$ cat src/rtl/airi5c_dm_regaccess_pkg.sv
// Shared definitions for the debug-module abstract "Access Register" command engine:
// cmderr codes, command-word field positions, regno bases and FSM states.
package airi5c_dm_regaccess_pkg;

   localparam logic [2:0] CMDERR_NONE       = 3'd0;
   localparam logic [2:0] CMDERR_BUSY       = 3'd1;
   localparam logic [2:0] CMDERR_NOTSUP     = 3'd2;
   localparam logic [2:0] CMDERR_EXC        = 3'd3;
   localparam logic [2:0] CMDERR_HALTRESUME = 3'd4;

   localparam int CMD_CMDTYPE_MSB = 31;
   localparam int CMD_CMDTYPE_LSB = 24;
   localparam int CMD_AARSIZE_MSB = 22;
   localparam int CMD_AARSIZE_LSB = 20;
   localparam int CMD_POSTINC     = 19;
   localparam int CMD_POSTEXEC    = 18;
   localparam int CMD_TRANSFER    = 17;
   localparam int CMD_WRITE       = 16;
   localparam int CMD_REGNO_MSB   = 15;
   localparam int CMD_REGNO_LSB   = 0;

   localparam logic [2:0]  AARSIZE_32 = 3'd2;
   localparam logic [15:0] GPR_BASE   = 16'h1000;
   localparam logic [15:0] FPR_BASE   = 16'h1020;

   typedef enum logic [1:0] {
      ST_IDLE   = 2'd0,
      ST_DECODE = 2'd1,
      ST_XFER   = 2'd2,
      ST_POST   = 2'd3
   } ra_state_e;

endpackage

$ cat src/rtl/airi5c_dm_cmd_check.sv
// Combinational legality check of a latched abstract command: error code in
// priority order (not supported, hart not halted, bad regno) plus FPR bank select.
module airi5c_dm_cmd_check
   import airi5c_dm_regaccess_pkg::*;
#(
   parameter int NUM_GPR = 32,
   parameter int HAS_FPU = 0
) (
   input  logic [31:0] cmd,
   input  logic        halted,
   output logic [2:0]  err,
   output logic        sel_fpu
);

   logic [15:0] regno;
   logic        transfer;
   logic        is_gpr;
   logic        is_fpr;
   logic        notsup;
   logic        unused_fields;

   assign regno    = cmd[CMD_REGNO_MSB:CMD_REGNO_LSB];
   assign transfer = cmd[CMD_TRANSFER];

   assign is_gpr = (regno >= GPR_BASE) && (regno < GPR_BASE + 16'(NUM_GPR));
   assign is_fpr = (HAS_FPU != 0) && (regno >= FPR_BASE) && (regno < FPR_BASE + 16'd32);

   assign notsup = (cmd[CMD_CMDTYPE_MSB:CMD_CMDTYPE_LSB] != 8'd0)
                || (transfer && (cmd[CMD_AARSIZE_MSB:CMD_AARSIZE_LSB] != AARSIZE_32))
                || cmd[CMD_POSTEXEC];

   always_comb begin
      err = CMDERR_NONE;
      if (notsup)
         err = CMDERR_NOTSUP;
      else if (!halted)
         err = CMDERR_HALTRESUME;
      else if (transfer && !(is_gpr || is_fpr))
         err = CMDERR_EXC;
   end

   assign sel_fpu = is_fpr;

   // Reserved bit, postincrement and direction are irrelevant to legality.
   assign unused_fields = ^{cmd[23], cmd[CMD_POSTINC], cmd[CMD_WRITE]};

endmodule

$ cat src/rtl/airi5c_dm_regaccess.sv
// Abstract-command "Access Register" engine: moves data0 to/from a GPR/FPR over the
// register-file debug port and maintains busy / sticky cmderr.
//
// state  | meaning
// IDLE   | waiting for a command; accepted only while cmderr is clear
// DECODE | legality check of the latched command, address setup
// XFER   | single register-file access (write strobe or read capture)
// POST   | regno+1 written back to the command register
module airi5c_dm_regaccess
   import airi5c_dm_regaccess_pkg::*;
#(
   parameter int NUM_GPR = 32,
   parameter int HAS_FPU = 0,
   parameter int XLEN    = 32
) (
   input  logic            clk_i,
   input  logic            rst_i,
   input  logic            cmd_valid_i,
   input  logic [31:0]     cmd_i,
   input  logic [XLEN-1:0] data0_i,
   input  logic            halted_i,
   input  logic [2:0]      cmderr_clr_i,
   output logic            busy_o,
   output logic [2:0]      cmderr_o,
   output logic [XLEN-1:0] data0_o,
   output logic            data0_we_o,
   output logic [31:0]     cmd_upd_o,
   output logic            cmd_upd_we_o,
   output logic [4:0]      dm_wara_o,
   output logic [XLEN-1:0] dm_wd_o,
   output logic            dm_wen_o,
   output logic            dm_sel_fpu_reg_o,
   input  logic [XLEN-1:0] dm_rd_i
);

   ra_state_e       state_q, state_d;
   logic [31:0]     cmd_q;
   logic [XLEN-1:0] data0_q;
   logic [XLEN-1:0] rd_q;
   logic [2:0]      cmderr_q, cmderr_d;
   logic [4:0]      wara_q;
   logic            sel_fpu_q;
   logic            accept;
   logic            load_addr;
   logic [2:0]      chk_err;
   logic            chk_sel_fpu;

   airi5c_dm_cmd_check #(
      .NUM_GPR (NUM_GPR),
      .HAS_FPU (HAS_FPU)
   ) u_cmd_check (
      .cmd     (cmd_q),
      .halted  (halted_i),
      .err     (chk_err),
      .sel_fpu (chk_sel_fpu)
   );

   always_ff @(posedge clk_i) begin
      if (rst_i) begin
         state_q   <= ST_IDLE;
         cmd_q     <= '0;
         data0_q   <= '0;
         rd_q      <= '0;
         cmderr_q  <= CMDERR_NONE;
         wara_q    <= '0;
         sel_fpu_q <= 1'b0;
      end else begin
         state_q  <= state_d;
         cmderr_q <= cmderr_d;
         if (accept) begin
            cmd_q   <= cmd_i;
            data0_q <= data0_i;
         end
         if (load_addr) begin
            wara_q    <= cmd_q[4:0];
            sel_fpu_q <= chk_sel_fpu;
         end
         if (data0_we_o)
            rd_q <= dm_rd_i;
      end
   end

   always_comb begin
      state_d   = state_q;
      accept    = 1'b0;
      load_addr = 1'b0;
      cmderr_d  = cmderr_q & ~cmderr_clr_i;

      // An error raised this cycle wins over a simultaneous W1C clear.
      if (cmd_valid_i && (state_q != ST_IDLE) && (cmderr_q == CMDERR_NONE))
         cmderr_d = CMDERR_BUSY;

      case (state_q)
         ST_IDLE: begin
            if (cmd_valid_i && (cmderr_q == CMDERR_NONE)) begin
               accept  = 1'b1;
               state_d = ST_DECODE;
            end
         end
         ST_DECODE: begin
            if (chk_err != CMDERR_NONE) begin
               if (cmderr_q == CMDERR_NONE)
                  cmderr_d = chk_err;
               state_d = ST_IDLE;
            end else if (!cmd_q[CMD_TRANSFER]) begin
               state_d = cmd_q[CMD_POSTINC] ? ST_POST : ST_IDLE;
            end else begin
               load_addr = 1'b1;
               state_d   = ST_XFER;
            end
         end
         ST_XFER:  state_d = cmd_q[CMD_POSTINC] ? ST_POST : ST_IDLE;
         ST_POST:  state_d = ST_IDLE;
         default:  state_d = ST_IDLE;
      endcase
   end

   assign busy_o           = (state_q != ST_IDLE);
   assign cmderr_o         = cmderr_q;
   assign dm_wara_o        = wara_q;
   assign dm_sel_fpu_reg_o = sel_fpu_q;
   assign dm_wd_o          = data0_q;
   assign dm_wen_o         = (state_q == ST_XFER) &&  cmd_q[CMD_WRITE];
   assign data0_we_o       = (state_q == ST_XFER) && !cmd_q[CMD_WRITE];
   // Read data is forwarded during XFER so data0 loads on the same edge; held afterwards.
   assign data0_o          = data0_we_o ? dm_rd_i : rd_q;
   assign cmd_upd_we_o     = (state_q == ST_POST);
   assign cmd_upd_o        = cmd_upd_we_o ? {cmd_q[31:16], cmd_q[15:0] + 16'd1} : 32'd0;

endmodule

$ cat config.mk
export PLATFORM = sky130hd
export DESIGN_NAME = airi5c_dm_regaccess
export DESIGN_NICKNAME = d
export VERILOG_FILES = /design/src/rtl/airi5c_dm_regaccess_pkg.sv /design/src/rtl/airi5c_dm_cmd_check.sv /design/src/rtl/airi5c_dm_regaccess.sv
export SDC_FILE = /design/constraint.sdc
export NUM_CORES = 1
export LEC_CHECK = 0
export CORE_MARGIN = 4
export CORE_UTILIZATION = 35
export CTS_CLUSTER_SIZE = 20
export DETAILED_ROUTE_END_ITERATION = 8
export PLACE_DENSITY = 0.73
export SYNTH_ARGS = -nofsm -noshare
export SYNTH_HDL_FRONTEND = slang
export SYNTH_SLANG_ARGS = --single-unit
$ cat constraint.sdc
create_clock -name clk_i -period 2.2 [get_ports clk_i]
set_input_delay 0.55 -clock clk_i [delete_from_list [all_inputs] [get_ports clk_i]]
set_output_delay 0.55 -clock clk_i [all_outputs]
set_load 0.02 [all_outputs]
==> summary.txt, run 1 <==
OUTCOME
--------------------------------------------------------------------------------------
Outcome ................................................................. finished with violations
Violated checks ......................................................... negative setup slack

DETAILED ROUTING
--------------------------------------------------------------------------------------
DRC violation count after routing .......................................            0
Routed Antenna Nets .....................................................            0
Ratio of routed vias to standard cells ..................................         4.77
Drt initial violations ..................................................          313
Overall routed net length ...............................................     15700 µm
Detailed-routing iteration count for the pre-antenna-repair pass ........            4
Vias after detailed routing .............................................         4608
Routed len/inst .........................................................      16.2 µm

STA
--------------------------------------------------------------------------------------
Setup repair after global routing missed its margin .....................         true
F_max ...................................................................    0.406 GHz
Worst clock skew ........................................................   0.00787 ns
Final WS setup ..........................................................    -0.262 ns
Number of slew-limit violations in the final report .....................            0
Final hold violations ...................................................            0
Fin Hold WS .............................................................     0.455 ns
Headroom to the max-slew limit ..........................................        0.662
Fin crit share ..........................................................         1.12
Total setup violations reported at the end of the flow ..................           43
Transition time of the tightest slew-check pin ..........................     0.507 ns
Post-route minimum period ...............................................      2.46 ns

FINISH
--------------------------------------------------------------------------------------
Area taken by flip-flops and latches ....................................     2140 µm²
Count of fill cells added during filler insertion .......................         1074
Number of nets in the finished design ...................................          897
Number of non-filler instances in the completed layout ..................          967
Fraction of layout cells with a size suffix above 1 .....................        0.262
Total area of multi-input combinational cells ...........................     2480 µm²
Final cell utilization of the core ......................................        0.623
P&R area growth vs syn ..................................................        72.2%
Antenna diode count .....................................................            0

CLOCKING
--------------------------------------------------------------------------------------
Clock root buffer ....................................................... sky130_fd_sc_hd__clkbuf_16
Number of levels in the clock H-tree ....................................            3
Clock Sink Count ........................................................          106
Count of hold buffers inserted by post-cts repair .......................            0
CTS clock-pin slew for the worst setup and hold paths ...................      0.07 ns
Clk buf depth ...........................................................            2
Inserted Clock Buffers ..................................................            9
TritonCTS clock tree ....................................................         done
Latest clock arrival within the worst-skew pair .........................      0.34 ns

SYNTH
--------------------------------------------------------------------------------------
Unique masters post-synth ...............................................           43
Cells after Synth .......................................................          539
Leading cell type by number of instances after synthesis ................ sky130_fd_sc_hd__nand2_1
Portion of the post-synthesis area used by sequential elements ..........        0.461
Number of storage elements in the synthesis netlist .....................          106
Syn Nets ................................................................          644
Async S/R FF share, synth ...............................................            0
Cell types with the largest area share after synthesis .................. sky130_fd_sc_hd__dfxtp_1 46%, sky130_fd_sc_hd__nand2_1 11%, sky130_fd_sc_hd__a21oi_1 7.8%, sky130_fd_sc_hd__mux2_2 7.8%, sky130_fd_sc_hd__nor2b_1 4.4%
Library cell occupying the most area in the post-synthesis netlist ...... sky130_fd_sc_hd__dfxtp_1
Portion of synthesized cell area occupied by the leading cell type ......        0.461
Syn Std Cell Area .......................................................     4600 µm²
Top cell types by occurrence after synthesis ............................ 138 x sky130_fd_sc_hd__nand2_1, 106 x sky130_fd_sc_hd__dfxtp_1, 72 x sky130_fd_sc_hd__a21oi_1
Mean post-synth cell area ...............................................     8.53 µm²
Prevailing post-synth register cell ..................................... sky130_fd_sc_hd__dfxtp_1
Number of enable flip-flop cells after synthesis ........................            0
Syn. warnings ...........................................................            0

DIE
--------------------------------------------------------------------------------------
Core Rows ...............................................................           41
Area of the die .........................................................    15000 µm²
Starting density of the core ............................................        0.361
Vertical extent of the die ..............................................       123 µm
Placeable core region ...................................................    12700 µm²
Number of top-level design ports ........................................          212
Die outline width .......................................................       123 µm

GLOBAL ROUTE
--------------------------------------------------------------------------------------
Initial antenna violation count .........................................            0
Wire length of the first global-routing pass ............................     23500 µm
Total Routing Usage GR ..................................................        0.198
Pin count of the biggest net entering global routing ....................           51
Total overflow reported by the global router ............................            0
Vias in the first global route ..........................................         4705

CRITICAL PATH
--------------------------------------------------------------------------------------
Crit Path Category ......................................................      reg2out
Data arrival at the endpoint of the critical path .......................      1.91 ns
R2r worst-path depth ....................................................            7
Library cell contributing the largest single delay on the critical path . sky130_fd_sc_hd__or4_4
Cell-by-cell trace of the critical path ................................. nand2_4 -> or3_4 -> or4_4 -> a21oi_2 -> buf_4
Worst R2R Setup Slack ...................................................      0.26 ns
Type of destination of the critical path ................................ primary output
Critical Path Fanout Max ................................................            5
CP peak stage delay .....................................................      0.43 ns
Category of the worst setup path launch point ...........................         flop
Required time worst endpoint ............................................      1.65 ns

PLACED DESIGN
--------------------------------------------------------------------------------------
Pre-CTS worst setup slack ...............................................    -0.504 ns
Instance count after placement with tap cells included ..................          928
IO Port Bufs ............................................................          210
GP Congestion ...........................................................        0.842
Detailed placer's ending HPWL ...........................................     10600 µm

POWER
--------------------------------------------------------------------------------------
Final total power .......................................................      4.61 mW
PwrDens .................................................................   583 nW/µm²
Leakage power summed over all cells .....................................      3.24 nW
Peak supply drop ........................................................   0.000341 V

HOLD PATH
--------------------------------------------------------------------------------------
Hold Crit Depth .........................................................            2
Min-Delay Path Class ....................................................      reg2reg

JOB
--------------------------------------------------------------------------------------
Max Cap Violations ......................................................            0

## cells in the final DEF (no fill, tap or decap), types with 3 or more instances in the layout
cell / netlist / routed
sky130_fd_sc_hd__a21oi_1: 72 / 67
sky130_fd_sc_hd__clkdlybuf4s50_1: 0 / 141
sky130_fd_sc_hd__xor2_1: 5 / 5
sky130_fd_sc_hd__buf_6: 7 / 55
sky130_fd_sc_hd__clkbuf_2: 1 / 4
sky130_fd_sc_hd__buf_16: 0 / 3
sky130_fd_sc_hd__mux2_4: 0 / 32
sky130_fd_sc_hd__nand4_1: 3 / 3
sky130_fd_sc_hd__buf_4: 6 / 50
sky130_fd_sc_hd__a21oi_2: 0 / 5
sky130_fd_sc_hd__nand2b_1: 13 / 12
sky130_fd_sc_hd__or3_4: 0 / 3
sky130_fd_sc_hd__nand2_1: 138 / 136
sky130_fd_sc_hd__and3_1: 16 / 14
sky130_fd_sc_hd__dfxtp_1: 106 / 94
sky130_fd_sc_hd__clkbuf_16: 0 / 10
sky130_fd_sc_hd__or3_1: 8 / 4
sky130_fd_sc_hd__nand3_1: 7 / 5
sky130_fd_sc_hd__inv_1: 8 / 8
sky130_fd_sc_hd__nor2_1: 15 / 14
sky130_fd_sc_hd__buf_2: 6 / 3
sky130_fd_sc_hd__dlygate4sd2_1: 0 / 16
sky130_fd_sc_hd__dfxtp_2: 0 / 11
sky130_fd_sc_hd__nor2b_1: 32 / 32
sky130_fd_sc_hd__mux2i_1: 5 / 5
sky130_fd_sc_hd__o21ai_0: 8 / 8
sky130_fd_sc_hd__buf_12: 0 / 4
## worst max-delay path: cells and delay by family, from the launching register on
kind,cells,cell delay [ns]
and+or+nand+nor,3,0.90
buffers and inverters,1,0.15
DFF,1,0.36
AOI/OAI and AO/OA,1,0.15
## routing by layer
layer,vias up,wire (µm),global-route usage
met5,-,0,0
met2,145,8350,0.366
met4,0,337,0.0819
li1,2303,-,-
met3,23,822,0.0332
met1,2137,6150,0.224
## cells by family (layout without fill, tap and decap cells)
family / Yosys count / in the layout / share of synthesized area
AND/OR/NAND/NOR: 251 / 251 / 0.268
AO/OA/AOI/OAI: 89 / 89 / 0.105
XOR/XNOR: 8 / 8 / 0.0152
multiplexers: 37 / 37 / 0.0893
buffers and inverters: 45 / 301 / 0.0550
adder cells (fa/ha/maj): 2 / 2 / 0.00544
flip-flops: 106 / 106 / 0.461
other: 1 / 1 / 0.000816
## final timing paths
path | from | end
worst max-delay path | cmd_q[3] | cmd_upd_o[15]
worst min-delay path | dm_wd_o[11] | dm_wd_o[11]
worst max register to register | cmd_q[11] | dm_wara_o[0]
worst min register to register | dm_wd_o[11] | dm_wd_o[11]
## per-stage QoR
| step | instance area, µm² | setup TNS (ns) |
|---|---|---|
| after global placement | 7070 | -21.73 |
| after global routing | 7920 | -6.67 |
| after CTS | 7690 | -3.07 |
| final | 7920 | -4.19 |
| after floorplan | 4600 | 0 |
| after detailed placement | 7070 | -22.41 |
## power breakdown
group / internal (mW) / switching, mW / total (mW)
clock network: 0.783 / 0.677 / 1.46
logic: 0.517 / 0.510 / 1.03
registers: 2.04 / 0.0835 / 2.13
## state kept, by name, summed over array words and instances (netlist names)
name,flops
cmd_q,32
dm_wd_o,32
rd_q,32
dm_wara_o,5
cmderr_o,3
state_q,2
## what timing repair did
item / in CTS / in global routing
endpoints found under the setup margin: 68 / 50
buffers inserted: 10 / 12
endpoints found under the hold margin: 0 / 0
resized for setup: 342 / 52
gates cloned: 4 / 1
pin swaps: 10 / 12
## layout make-up
| type | count | share of cell area |
|---|---|---|
| tap | 172 | 0.0272 |
| multi-input combinational | 388 | 0.313 |
| timing repair buffer | 279 | 0.353 |
| clock buffer | 11 | 0.0306 |
| sequential | 106 | 0.270 |
| inverter | 8 | 0.00379 |
| clock inverter | 3 | 0.00221 |
(Power assumes the default switching activity.)
==> run 2: changes to the inputs <==
==> constraint.sdc (replaced) <==
create_clock -name clk_i -period 2.2 [get_ports clk_i]
set_input_delay 0.55 -clock clk_i [delete_from_list [all_inputs] [get_ports clk_i]]
set_output_delay 0.55 -clock clk_i [all_outputs]
set_load 0.05 [all_outputs]
==> run 2 against run 1 <==
  * The run still ends with negative setup slack left
  * Sequential cell count unchanged
  * Cell area rose by 6.9%
  * First-iteration DRC count is 21% lower
  * Via count rose by 1.4%
  * Combinational power grew 16%
  * Final cell count is 1.4% lower
  * Fmax shrank 1.0%
  * Count of clock-buffer cells in the layout stayed put
  * Sequential share of layout area fell by 1.7 points
  * Worst hold slack improved by 0.00087 ns
  * Critical endpoint unchanged
  * Largest cell class unchanged
  * Largest power group unchanged
  * Highest routed layer unchanged
==> summary.txt, run 2 (synthesis gave the netlist of run 1 again) <==
CLOCKING
-------------------------------------------------------------------------------
TritonCTS clock tree .............................................         done   unchanged
Count of hold buffers inserted by post-cts repair ................            0   unchanged
Latest clock arrival within the worst-skew pair ..................      0.35 ns   was 0.34 ns
Clk buf depth ....................................................            2   unchanged
Clock root buffer ................................................ sky130_fd_sc_hd__clkbuf_16   unchanged
Inserted Clock Buffers ...........................................            9   unchanged
CTS clock-pin slew for the worst setup and hold paths ............      0.06 ns   was 0.07 ns
Number of levels in the clock H-tree .............................            3   unchanged
Clock Sink Count .................................................          106   unchanged

GLOBAL ROUTE
-------------------------------------------------------------------------------
Total Routing Usage GR ...........................................        0.213   was 0.198
Vias in the first global route ...................................         4922   was 4705
Met3 routing resource usage after global routing .................       0.0521   was 0.0332
Initial antenna violation count ..................................            0   unchanged
GRT met2 Usage ...................................................        0.374   was 0.366
Highest-utilization routing layer at the global route stage ......         met2   unchanged
Met1 usage .......................................................        0.237   was 0.224
Pin count of the biggest net entering global routing .............           65   was 51
Total overflow reported by the global router .....................            0   unchanged
Wire length of the first global-routing pass .....................     25100 µm   was 23500 µm

POWER
-------------------------------------------------------------------------------
Seq pwr share ....................................................        0.413   was 0.461
Peak supply drop .................................................   0.000431 V   was 0.000341 V
Leakage power summed over all cells ..............................      3.28 nW   was 3.24 nW
Combinational share of power .....................................        0.231   was 0.223
Switching Share ..................................................        0.281   was 0.275
Clock power frac .................................................        0.357   was 0.316
PwrDens ..........................................................   610 nW/µm²   was 583 nW/µm²
Internal power of the cells ......................................      3.71 mW   was 3.34 mW
Switching power ..................................................      1.45 mW   was 1.27 mW
Final total power ................................................      5.16 mW   was 4.61 mW

DIE
-------------------------------------------------------------------------------
Number of top-level design ports .................................          212   unchanged
Placeable core region ............................................    12700 µm²   unchanged
Die outline width ................................................       123 µm   unchanged
Core Rows ........................................................           41   unchanged
Area of the die ..................................................    15000 µm²   unchanged
Vertical extent of the die .......................................       123 µm   unchanged
Starting density of the core .....................................        0.361   unchanged

CRITICAL PATH
-------------------------------------------------------------------------------
Type of destination of the critical path ......................... primary output   unchanged
Critical Path Fanout Max .........................................            3   was 5
Category of the worst setup path launch point ....................         flop   unchanged
Data arrival at the endpoint of the critical path ................      1.94 ns   was 1.91 ns
Required time worst endpoint .....................................      1.65 ns   about the same
Crit Path Category ...............................................      reg2out   unchanged

PLACED DESIGN
-------------------------------------------------------------------------------
Detailed placer's ending HPWL ....................................     10700 µm   was 10600 µm
IO Port Bufs .....................................................          210   unchanged
GP Congestion ....................................................        0.822   was 0.842
Pre-CTS worst setup slack ........................................    -0.258 ns   was -0.504 ns

STA
-------------------------------------------------------------------------------
Fin Hold WS ......................................................     0.456 ns   was 0.455 ns
F_max ............................................................    0.402 GHz   was 0.406 GHz
Transition time of the tightest slew-check pin ...................     0.525 ns   was 0.507 ns
Post-route minimum period ........................................      2.49 ns   was 2.46 ns
Setup repair after global routing missed its margin ..............         true   unchanged
Worst clock skew .................................................   0.00782 ns   was 0.00787 ns
Total setup violations reported at the end of the flow ...........           36   was 43
Number of slew-limit violations in the final report ..............            0   unchanged
Headroom to the max-slew limit ...................................        0.647   was 0.662
Final hold violations ............................................            0   unchanged
Fin crit share ...................................................         1.13   was 1.12
Final WS setup ...................................................    -0.288 ns   was -0.262 ns

FINISH
-------------------------------------------------------------------------------
P&R area growth vs syn ...........................................        84.2%   was 72.2%
Count of fill cells added during filler insertion ................          971   was 1074
Fraction of layout cells with a size suffix above 1 ..............        0.293   was 0.262
Most common cell after layout, fill and taps aside ............... sky130_fd_sc_hd__clkdlybuf4s50_1   unchanged
Antenna diode count ..............................................            0   unchanged
Number of nets in the finished design ............................          882   was 897
Most used cells in the layout excluding fill and tap cells ....... 140 x sky130_fd_sc_hd__clkdlybuf4s50_1, 135 x sky130_fd_sc_hd__nand2_1, 94 x sky130_fd_sc_hd__dfxtp_1   was 141 x sky130_fd_sc_hd__clkdlybuf4s50_1, 136 x sky130_fd_sc_hd__nand2_1, 94 x sky130_fd_sc_hd__dfxtp_1
Final cell utilization of the core ...............................        0.666   was 0.623

DETAILED ROUTING
-------------------------------------------------------------------------------
Vias after detailed routing ......................................         4673   was 4608
Detailed-routing iteration count for the pre-antenna-repair pass .            5   was 4
Routed len/inst ..................................................      17.0 µm   was 16.2 µm
DRC violation count after routing ................................            0   unchanged
Routed Antenna Nets ..............................................            0   unchanged
Ratio of routed vias to standard cells ...........................         4.90   was 4.77
Drt initial violations ...........................................          248   was 313
Overall routed net length ........................................     16200 µm   was 15700 µm

HOLD PATH
-------------------------------------------------------------------------------
Min-Delay Path Class .............................................      reg2reg   unchanged

JOB
-------------------------------------------------------------------------------
Max Cap Violations ...............................................            0   unchanged

OUTCOME
-------------------------------------------------------------------------------
Outcome .......................................................... finished with violations   unchanged
Violated checks .................................................. negative setup slack   unchanged

run 2: changes by cell type in the layout (fill, tap and decap cells not counted), moves of 4 or more:
cell,delta
sky130_fd_sc_hd__buf_12,+40
sky130_fd_sc_hd__buf_4,-12
sky130_fd_sc_hd__nor2_2,+9
sky130_fd_sc_hd__mux2_4,-4
sky130_fd_sc_hd__dlygate4sd2_1,-16
sky130_fd_sc_hd__buf_6,-43
sky130_fd_sc_hd__buf_8,+27
sky130_fd_sc_hd__clkbuf_2,-4
sky130_fd_sc_hd__mux2_2,+4
sky130_fd_sc_hd__a21oi_2,-5
sky130_fd_sc_hd__nor2_1,-9
sky130_fd_sc_hd__a21oi_4,+6
run 2: timing repair:
action                                  in CTS  in global routing
buffers inserted                            11                  6
gates resized for setup                    139                 21
endpoints found under the setup margin      45                 50
pin swaps                                   18                 12
gates cloned                                 4                  0
run 2: metal layers:
layer | part of all wire | routed length, µm
met1 | 0.38 | 6130
met2 | 0.52 | 8350
met3 | 0.067 | 1090
met4 | 0.038 | 609
met5 | 0 | 0
run 2: power by group through the flow:
stage / Sequential (mW) / Clock, mW / Combinational [mW]
floorplan: 2.37 / 0 / 0.455
global placement: 2.15 / 0 / 1.13
detailed placement: 2.16 / 0 / 1.15
CTS: 2.13 / 1.88 / 1.19
global route: 2.15 / 1.98 / 1.28
finish: 2.13 / 1.84 / 1.19
run 2: area by class of cell:
class | instances | area [µm²] | share of cell area
flip-flops and latches | 106 | 2140 | 0.253
multi-input cells | 388 | 2560 | 0.302
clock inverters | 4 | 98.8 | 0.0117
repair buffers | 264 | 3180 | 0.375
inverters | 8 | 30.0 | 0.00355
well taps | 172 | 215 | 0.0254
clock buffers | 11 | 243 | 0.0287
run 2: worst max-delay path, cell delays in order, from the launching register on:
cell	delay, ns
sky130_fd_sc_hd__dfxtp_2	0.34
sky130_fd_sc_hd__and4_4	0.23
sky130_fd_sc_hd__nand4_1	0.17
sky130_fd_sc_hd__or4_4	0.54
sky130_fd_sc_hd__a21oi_4	0.16
sky130_fd_sc_hd__buf_12	0.15
run 2: path summary, 6_finish.rpt:
path | from | endpoint | slack [ns] | cells after the start
min reg2reg | dm_wd_o[13] | dm_wd_o[13] | 0.46 | 2
max | cmd_q[7] | cmd_upd_o[15] | -0.29 | 5
max reg2reg | cmd_q[7] | dm_wara_o[2] | 0.17 | 7
min | dm_wd_o[13] | dm_wd_o[13] | 0.46 | 2
run 2: through the flow:
stage          TNS (ns)  std cells  instance area, µm²
4_1_cts           -6.97        950                8410
5_1_grt           -7.24        953                8470
3_5_place_dp     -15.80        920                7340
3_3_place_gp     -14.54        920                7340
2_1_floorplan     -1.91        539                4630
6_report          -5.20        953                8470
==> run 3: changes to the inputs <==
--- a/config.mk
+++ b/config.mk
@@ -5,11 +5,13 @@
 export SDC_FILE = /design/constraint.sdc
 export NUM_CORES = 1
 export LEC_CHECK = 0
+export CELL_PAD_IN_SITES_DETAIL_PLACEMENT = 0
+export CELL_PAD_IN_SITES_GLOBAL_PLACEMENT = 2
 export CORE_MARGIN = 4
-export CORE_UTILIZATION = 35
+export CORE_UTILIZATION = 20
 export CTS_CLUSTER_SIZE = 20
 export DETAILED_ROUTE_END_ITERATION = 8
-export PLACE_DENSITY = 0.73
+export PLACE_DENSITY = 0.78
 export SYNTH_ARGS = -nofsm -noshare
 export SYNTH_HDL_FRONTEND = slang
 export SYNTH_SLANG_ARGS = --single-unit
==> constraint.sdc (replaced) <==
create_clock -name clk_i -period 2.05 [get_ports clk_i]
set_input_delay 0.5125 -clock clk_i [delete_from_list [all_inputs] [get_ports clk_i]]
set_output_delay 0.5125 -clock clk_i [all_outputs]
set_load 0.05 [all_outputs]
==> run 3 against run 2 <==
  * The run still ends with negative setup slack left
  * Power rose by 6.6%
  * Via count fell by 2.3%
  * Critical path depth unchanged
  * Utilization is 27 points lower
  * Clock skew grew 0.011 ns
  * Count of clock-buffer cells in the layout is 2 lower
  * Sequential power increased by 8%
  * Sequential cell count stayed put
  * Final cell count up 13%
  * First-iteration DRC count shrank 24%
  * Setup slack got worse by 0.12 ns
  * Global-route usage down 8.4 points
  * Critical endpoint unchanged
  * Largest cell class unchanged
  * Highest routed layer unchanged
==> summary.txt, run 3 (synthesis gave the netlist of run 1 again) <==
DETAILED ROUTING
-------------------------------------------------------------------------------
Vias after detailed routing ......................................         4566   was 4673
Routed len/inst ..................................................      15.9 µm   was 17.0 µm
Overall routed net length ........................................     17100 µm   was 16200 µm
Drt initial violations ...........................................          189   was 248
Routed Antenna Nets ..............................................            0   unchanged
DRC violation count after routing ................................            0   unchanged
Ratio of routed vias to standard cells ...........................         4.24   was 4.90
Detailed-routing iteration count for the pre-antenna-repair pass .            4   was 5

CRITICAL PATH
-------------------------------------------------------------------------------
Data arrival at the endpoint of the critical path ................      1.94 ns   about the same
R2R Path Start ...................................................     cmd_q[7]   unchanged
Category of the worst setup path launch point ....................         flop   unchanged
Critical Path Fanout Max .........................................            4   was 3
Reg-to-Reg End ................................................... dm_wara_o[4]   was dm_wara_o[2]
Required time worst endpoint .....................................      1.54 ns   was 1.65 ns
R2r worst-path depth .............................................            8   was 7
Worst R2R Setup Slack ............................................      0.10 ns   was 0.17 ns
Crit Path Category ...............................................      reg2out   unchanged
Type of destination of the critical path ......................... primary output   unchanged

CLOCKING
-------------------------------------------------------------------------------
Latest clock arrival within the worst-skew pair ..................      0.37 ns   was 0.35 ns
TritonCTS clock tree .............................................         done   unchanged
CTS clock-pin slew for the worst setup and hold paths ............      0.08 ns   was 0.06 ns
Number of levels in the clock H-tree .............................            3   unchanged
Clock Sink Count .................................................          106   unchanged
Clk buf depth ....................................................            2   unchanged
Clock root buffer ................................................ sky130_fd_sc_hd__clkbuf_16   unchanged
Inserted Clock Buffers ...........................................            9   unchanged
Count of hold buffers inserted by post-cts repair ................            0   unchanged

FINISH
-------------------------------------------------------------------------------
Count of fill cells added during filler insertion ................         2202   was 971
Most used cells in the layout excluding fill and tap cells ....... 134 x sky130_fd_sc_hd__nand2_1, 101 x sky130_fd_sc_hd__clkdlybuf4s50_1, 93 x sky130_fd_sc_hd__dfxtp_1   was 140 x sky130_fd_sc_hd__clkdlybuf4s50_1, 135 x sky130_fd_sc_hd__nand2_1, 94 x sky130_fd_sc_hd__dfxtp_1
Final standard cell area without fillers .........................     8880 µm²   was 8470 µm²
P&R area growth vs syn ...........................................        93.1%   was 84.2%
Antenna diode count ..............................................            0   unchanged
Number of nets in the finished design ............................          891   was 882
Fraction of layout cells with a size suffix above 1 ..............        0.324   was 0.293
Number of non-filler instances in the completed layout ...........         1076   was 953
Most common cell after layout, fill and taps aside ............... sky130_fd_sc_hd__nand2_1   was sky130_fd_sc_hd__clkdlybuf4s50_1
Final cell utilization of the core ...............................        0.392   was 0.666

GLOBAL ROUTE
-------------------------------------------------------------------------------
Total Routing Usage GR ...........................................        0.129   was 0.213
Pin count of the biggest net entering global routing .............           57   was 65
Initial antenna violation count ..................................            0   unchanged
Total overflow reported by the global router .....................            0   unchanged
Vias in the first global route ...................................         4624   was 4922
Wire length of the first global-routing pass .....................     26300 µm   was 25100 µm

STA
-------------------------------------------------------------------------------
Fin crit share ...................................................         1.20
Transition time of the tightest slew-check pin ...................     0.659 ns   was 0.525 ns
Setup repair after global routing missed its margin ..............         true   unchanged
Number of slew-limit violations in the final report ..............            0   unchanged
Final WS setup ...................................................    -0.407 ns   was -0.288 ns
Post-route minimum period ........................................      2.46 ns
Total setup violations reported at the end of the flow ...........           46   was 36
Worst clock skew .................................................    0.0184 ns   was 0.00782 ns
Headroom to the max-slew limit ...................................        0.561   was 0.647
Setup TNS ........................................................    -11.13 ns   was -5.20 ns
F_max ............................................................    0.407 GHz
Final hold violations ............................................            0   unchanged

DIE
-------------------------------------------------------------------------------
Placeable core region ............................................    22600 µm²   was 12700 µm²
Die outline width ................................................       160 µm   was 123 µm
Vertical extent of the die .......................................       160 µm   was 123 µm
Starting density of the core .....................................        0.203   was 0.361
Area of the die ..................................................    25500 µm²   was 15000 µm²
Core Rows ........................................................           55   was 41
Number of top-level design ports .................................          212   unchanged

POWER
-------------------------------------------------------------------------------
PwrDens ..........................................................   619 nW/µm²   was 610 nW/µm²
Peak supply drop .................................................   0.000362 V   was 0.000431 V
Leakage power summed over all cells ..............................      3.78 nW   was 3.28 nW

OUTCOME
-------------------------------------------------------------------------------
Outcome .......................................................... finished with violations   unchanged
Violated checks .................................................. negative setup slack   unchanged

HOLD PATH
-------------------------------------------------------------------------------
Min-Delay Path Class .............................................      reg2reg   unchanged
Launch instance of the worst min-delay path ......................  dm_wd_o[28]   was dm_wd_o[13]
End of the worst hold path .......................................  dm_wd_o[28]   was dm_wd_o[13]
Hold Crit Depth ..................................................            2   unchanged

PLACED DESIGN
-------------------------------------------------------------------------------
Detailed placer's ending HPWL ....................................     11800 µm   was 10700 µm
Total placed instance area .......................................     7670 µm²   was 7340 µm²
GP Congestion ....................................................        0.710   was 0.822
IO Port Bufs .....................................................          210   unchanged
Instance count after placement with tap cells included ...........         1041   was 920

JOB
-------------------------------------------------------------------------------
Max Cap Violations ...............................................            0   unchanged

==> run 3: layout make-up <==
cell class                 instances  area, µm²  area share
timing repair buffer             273       3380       0.381
multi-input combinational        388       2660       0.299
sequential                       106       2150       0.242
tap                              285        357      0.0402
clock buffer                       9        225      0.0254
clock inverter                     7       76.3     0.00860
inverter                           8       33.8     0.00380
==> run 3: how the worst max path moves through the flow <==
stage	from	endpoint	slack [ns]	cells past startpoint
2_1_floorplan	cmd_q[2]	cmd_upd_o[13]	-0.22	4
3_3_place_gp	cmd_valid_i	dm_wd_o[30]	-0.36	6
3_5_place_dp	cmd_valid_i	dm_wd_o[30]	-0.38	6
4_1_cts	cmd_q[0]	cmd_upd_o[10]	-0.46	7
5_1_grt	cmd_q[7]	cmd_upd_o[14]	-0.48	6
6_report	cmd_q[1]	cmd_upd_o[15]	-0.41	5
==> run 3: repair_timing <==
item	4_1_cts	5_1_grt
gates resized for setup	111	88
setup buffers	6	12
pin swaps	15	22
gates cloned	5	0
endpoints found under the setup margin	58	106
==> run 3: metal layers <==
| metal | GRT usage | up-vias | part of all wire | wire (µm) |
|---|---|---|---|---|
| met4 | 0.0347 | 0 | 0.015 | 252 |
| met2 | 0.212 | 139 | 0.48 | 8190 |
| met3 | 0.0560 | 18 | 0.087 | 1490 |
| met1 | 0.155 | 2116 | 0.42 | 7160 |
| met5 | 0 | - | 0 | 0 |
| li1 | - | 2293 | - | - |
==> run 3: stage by stage <==
stage	setup slack [ns]	power, mW	hold slack (ns)
after global placement	-0.362	3.64	0.438
after global routing	-0.483	5.76	0.475
final	-0.407	5.50	0.451
after floorplan	-0.216	3.04	0.432
after detailed placement	-0.382	3.65	0.446
after CTS	-0.463	5.54	0.458
==> run 3: report_power, final <==
group          leakage, nW  switching, mW  total (mW)  internal [mW]
clock                0.150          0.940        1.82          0.877
sequential           0.871         0.0955        2.29           2.19
combinational         2.76          0.765        1.40          0.631
==> run 3: worst max-delay path, stage by stage (launching register included) <==
cell and delay [ns]:
sky130_fd_sc_hd__dfxtp_4 0.37, sky130_fd_sc_hd__nand3_4 0.10, sky130_fd_sc_hd__or3_4 0.36, sky130_fd_sc_hd__or4_4 0.44, sky130_fd_sc_hd__a21oi_4 0.16, sky130_fd_sc_hd__buf_12 0.15
